`src/rtl/led_arbiter.sv`:
```
// led_arbiter: round-robin owner of a shared 4-bit LED bank among three
// requesters. An owner keeps the bank for at least DWELL cycles while its
// request stays high. A voluntary release forces a one-cycle GAP before
// the next IDLE arbitration. Grant is registered and is one-hot or zero.
module led_arbiter #(
  parameter int unsigned DWELL    = 50000000,
  parameter logic [3:0]  IDLE_PAT = 4'b0000
) (
  input  logic       clk,
  input  logic       reset,
  input  logic [2:0] req,
  input  logic [3:0] pat0,
  input  logic [3:0] pat1,
  input  logic [3:0] pat2,
  output logic [2:0] grant,
  output logic [3:0] led,
  output logic       busy
);

  typedef enum logic [1:0] {
    S_IDLE = 2'd0,
    S_OWN  = 2'd1,
    S_GAP  = 2'd2
  } state_t;

  // The dwell counter counts DWELL-1 down to 0.
  // It reads 0 once the owner has held the bank for DWELL cycles.
  localparam logic [25:0] RELOAD = 26'(DWELL - 1);

  state_t      state_q;
  logic [2:0]  grant_q;
  logic [25:0] cnt_q;
  logic [1:0]  last_q;

  logic [1:0]  start_d;
  logic [2:0]  cand_d;
  logic [1:0]  win_d;
  logic        win_vld_d;
  logic        expired_d;

  // First candidate found from start, searching upward and wrapping modulo 3.
  function automatic logic [2:0] rr_pick(input logic [2:0] r, input logic [1:0] start);
    logic [2:0] res;
    logic [1:0] idx;
    res = 3'b000;
    for (int k = 2; k >= 0; k--) begin
      idx = 2'((int'(start) + k) % 3);
      if (r[idx]) res = {1'b1, idx};
    end
    return res;
  endfunction

  // Compute the round-robin winner. The search starts just past the last owner.
  // While in OWN, the owner is masked out, so a handoff always goes to someone else.
  always_comb begin
    start_d   = (last_q == 2'd2) ? 2'd0 : last_q + 2'd1;
    cand_d    = (state_q == S_OWN) ? (req & ~grant_q) : req;
    {win_vld_d, win_d} = rr_pick(cand_d, start_d);
    expired_d = (cnt_q == 26'd0);
  end

  // Arbitration FSM. State, grant, dwell counter and last owner are all registered.
  always_ff @(posedge clk or posedge reset) begin
    if (reset) begin
      state_q <= S_IDLE;
      grant_q <= 3'b000;
      cnt_q   <= 26'd0;
      last_q  <= 2'd2;
    end else begin
      case (state_q)
        S_IDLE: begin
          if (win_vld_d) begin
            grant_q <= 3'b001 << win_d;
            last_q  <= win_d;
            cnt_q   <= RELOAD;
            state_q <= S_OWN;
          end
        end
        S_OWN: begin
          if (!req[last_q]) begin
            // A voluntary release always takes the gap.
            // This holds even if the counter expires on the same edge.
            grant_q <= 3'b000;
            state_q <= S_GAP;
          end else if (expired_d && win_vld_d) begin
            grant_q <= 3'b001 << win_d;
            last_q  <= win_d;
            cnt_q   <= RELOAD;
          end else if (!expired_d) begin
            cnt_q <= cnt_q - 26'd1;
          end
        end
        S_GAP: begin
          state_q <= S_IDLE;
        end
        default: begin
          state_q <= S_IDLE;
          grant_q <= 3'b000;
        end
      endcase
    end
  end

  // Route the owner's pattern to the LEDs. Show IDLE_PAT when no one holds the bank.
  always_comb begin
    led = IDLE_PAT;
    case (grant_q)
      3'b001:  led = pat0;
      3'b010:  led = pat1;
      3'b100:  led = pat2;
      default: led = IDLE_PAT;
    endcase
  end

  assign grant = grant_q;
  assign busy  = |grant_q;

endmodule

```
`config.mk`:
```
export PLATFORM = sky130hd
export DESIGN_NAME = led_arbiter
export DESIGN_NICKNAME = d
export VERILOG_FILES = /design/src/rtl/led_arbiter.sv
export SDC_FILE = /design/constraint.sdc
export NUM_CORES = 1
export LEC_CHECK = 0
export ABC_AREA = 0
export BUFFER_PORTS_ARGS = -buffer_cell sky130_fd_sc_hd__buf_2
export CORE_MARGIN = 4
export CORE_UTILIZATION = 45
export CTS_CLUSTER_SIZE = 16
export DETAILED_ROUTE_END_ITERATION = 8
export PLACE_DENSITY = 0.75
export SYNTH_ARGS = -nofsm -noshare
export SYNTH_HDL_FRONTEND = slang
export SYNTH_SLANG_ARGS = --single-unit
export TNS_END_PERCENT = 50
```
`constraint.sdc`:
```
create_clock -name clk -period 5.7 [get_ports clk]
set_input_delay 0.57 -clock clk [delete_from_list [all_inputs] [get_ports clk]]
set_output_delay 0.57 -clock clk [all_outputs]
set_load 0.02 [all_outputs]
```
==> metrics.cfg <==
[pwr]
p_leak_nw = 0.916
vdd_ir_drop_max_mv = 0.207
power_density_nw_per_um2 = 392

[timing]
clock_skew_ns = 0.0103
period_minus_slack_ns = 2.92
worst-slew-pin-transition_ns = 0.964
fmaxAchievable_mhz = 342
finalSetupViolations = 0
totalNegativeSetupSlack_ns = 0
final_max_slew_viol_count = 0
unrepaired_setup_endpoints_after_global_routing = no
fin_crit_sh = 0.513
tightest_slew_margin_relative_to_the_limit = 0.355
finalHoldViolCount = 0

[critical_path]
setup.worst_path.start = cnt_q[0]$_DFFE_PP0P_
cp_endpoint = cnt_q[6]$_DFFE_PP0P_
worstPathRequired_ns = 5.87
cell_count_of_the_worst_reg_to_reg_path = 7
worstReg2RegStart = cnt_q[0]$_DFFE_PP0P_
worstReg2RegEnd = cnt_q[6]$_DFFE_PP0P_
critPathArrivalTime_ns = 3.09
minimum_setup_slack_among_reg_to_reg_paths_ns = 2.78
critical_path_class = register to register
type_of_destination_of_the_critical_path = register
worstPathMaxFanout = 45
crit_path_start_kind = register

[finish]
finish.net_count = 304
multi_input_area_um2 = 1440
flow.area_growth_from_synthesis_pct = 9.77
layout.filler_cells = 478
finalInstanceArea_um2 = 2620
area.sequential_um2 = 827
post_route_cells_drive_above_1_share = 0.171
antenna_cells = 0

[detailed_routing]
route.antenna.remaining_nets = 0
vias_per_cell = 6.31
final_wirelength_um = 5840
detailedRoute.firstIterationViolations = 175
route.vias.total = 2251
drc = 0
drt-wirelength-per-cell_um = 16.4
firstDrtPassIters = 4

[floorplanning]
die_width_um = 80.8
ioPinCount = 25
rows = 26
dieHeight_um = 80.8
core_um2 = 5110
floorplan.initialDensity = 0.466
die_area_um2 = 6520

[clocking]
htree_levels = 2
cts_tree = done
post_cts_hold_buffer_count = 0
clock_latency_ns = 0.29
number_of_post_cts_setup_repair_buffers = 0
cts.path.max_buffers = 2
tritoncts.num_buffers = 5
clk_pin_slew_worst_paths_ns = 0.07
cts_repair_resize_count = 0
clock-root-buffer = sky130_fd_sc_hd__clkbuf_8
cts.sinks = 33

[synth]
yosys_warnings = 0
synth-edff-count = 0
synthesis.area_um2 = 2380
syn_inst = 266
synth-async-reset-ratio = 1.00
yosys_most_used_dff = sky130_fd_sc_hd__dfrtp_1
number_of_register_bits_inferred_by_synthesis = 33
synth_cell_type_count = 59
syn-num-nets = 284
synth_area_per_cell_um2 = 8.96
synth.yosys.seq_area_share = 0.347

[status]
status = complete, no violations

[grt]
first_pass_grt_wire_length_um = 9920
globalRoute.totalOverflow = 0
grt_antenna_before_repair = 0
gr-usage-all-layers = 0.192
number_of_global_route_vias_before_repair = 2076
grt_start_max_net_pins = 46

[min_path]
timing.hold.worst.class = primary input to asynchronous set/reset pin

[place]
buffer_ports.inserted = 24
postPlaceCellArea_um2 = 2530
routabilityCongestion = 0.859
dp.final_hpwl_um = 3950

[flow_run]
maxCapViolations = 0

[layer usage]
| layer | wire [um] | GRT usage | vias to the layer above |
|---|---|---|---|
| met2 | 2740 | 0.307 | 64 |
| met4 | 59 | 0.0591 | 0 |
| met5 | 0 | 0 | - |
| met3 | 371 | 0.0377 | 7 |
| met1 | 2670 | 0.263 | 1081 |
| li1 | - | - | 1099 |
[critical path, cell delays in order, from the launching register on]
cell and delay [ns]:
sky130_fd_sc_hd__dfrtp_1 0.42, sky130_fd_sc_hd__inv_1 0.09, sky130_fd_sc_hd__ha_1 0.20, sky130_fd_sc_hd__nor3b_2 0.40
sky130_fd_sc_hd__nand4_4 0.26, sky130_fd_sc_hd__o21ai_4 0.83, sky130_fd_sc_hd__a2111oi_0 0.22, sky130_fd_sc_hd__or3_1 0.38
[how the worst min path moves through the flow]
stage / slack (ns) / end / cells after the start
global placement: 0.52 / cnt_q[18]$_DFFE_PP0P_ / 1
detailed placement: 0.53 / cnt_q[18]$_DFFE_PP0P_ / 1
CTS: 0.38 / cnt_q[17]$_DFFE_PP0P_ / 3
global route: 0.42 / cnt_q[17]$_DFFE_PP0P_ / 3
finish: 0.36 / cnt_q[17]$_DFFE_PP0P_ / 3
floorplan: 0.50 / last_q[1]$_DFFE_PP1P_ / 2
[layout make-up]
class                   count  share of cell area
multi-input cells         209               0.550
flip-flops and latches     33               0.316
repair buffers             27              0.0545
well taps                  70              0.0335
clock buffers               7              0.0292
inverters                  10              0.0144
clock inverters             1             0.00191
[synth_stat cells, drive strengths merged (2+ instances only)]
cell type / n / area share
nand3b: 4 / 0.013
o31ai: 8 / 0.027
nand4: 2 / 0.014
a21o: 2 / 0.0063
nand3: 7 / 0.015
clkbuf: 4 / 0.0063
mux2i: 11 / 0.046
nand2: 16 / 0.026
a31oi: 5 / 0.013
o21ai: 15 / 0.036
a211o: 3 / 0.011
o211ai: 6 / 0.019
dfrtp: 32 / 0.34
a21boi: 9 / 0.028
nand2b: 2 / 0.0053
nand4b: 2 / 0.0074
a211oi: 4 / 0.015
a2111oi: 4 / 0.015
nor2: 13 / 0.023
o2111ai: 3 / 0.011
a22oi: 5 / 0.016
nor3b: 2 / 0.0084
o211a: 2 / 0.0084
nor4: 8 / 0.033
inv: 10 / 0.016
buf: 10 / 0.027
a21oi: 26 / 0.055
nor2b: 3 / 0.0079
or4: 15 / 0.047
or3: 9 / 0.024
nor3: 7 / 0.017
o22ai: 3 / 0.0079
[flip-flops by register name (all words and copies together) (netlist names)]
name     cells
cnt_q       26
state_q      2
grant        3
last_q       2
[cell families (layout without fill, tap and decap cells)]
logic type / Yosys count / after routing / share of synthesized area
AO/OA/AOI/OAI: 102 / 102 / 0.295
flip-flops: 33 / 33 / 0.347
adder cells (fa/ha/maj): 1 / 1 / 0.00525
buffers and inverters: 24 / 45 / 0.0488
AND/OR/NAND/NOR: 94 / 94 / 0.253
multiplexers: 12 / 12 / 0.0509
[cells in the final DEF (no fill, tap or decap), drive strengths merged, types with 2 or more instances in the layout]
cell type	instances
nor2	13
nand4	2
o21ai	15
o211ai	6
inv	10
mux2i	11
nor2b	3
a31oi	5
a21boi	9
a22oi	5
nand4b	2
nand3	7
buf	27
a211o	3
o31ai	8
nand2	16
o2111ai	3
nor3b	2
nand3b	4
nor4	8
nor3	7
a211oi	4
nand2b	2
o211a	2
clkbuf	7
or4	15
o22ai	3
a21o	2
or3	9
dfrtp	32
a21oi	26
a2111oi	4
[report_power, final]
| part | internal, mW | switching, mW | total, mW | leakage [nW] |
|---|---|---|---|---|
| Clock | 0.0857 | 0.0880 | 0.174 | 0.0422 |
| Combinational | 0.159 | 0.360 | 0.520 | 0.511 |
| Sequential | 0.270 | 0.0614 | 0.332 | 0.364 |
| Total | 0.515 | 0.510 | 1.03 | 0.916 |
[stage by stage]
stage	std cells	total power [mW]	worst slack, ns	util	hold WS [ns]
after floorplan	266	0.735	3.56	-	0.499
after global placement	349	0.836	2.94	0.496	0.525
after detailed placement	349	0.849	2.84	0.496	0.532
after CTS	357	1.02	2.78	0.512	0.380
after global routing	357	1.10	2.48	0.512	0.425
final	357	1.03	2.78	0.512	0.365
Power figures use the tool's default switching activity.
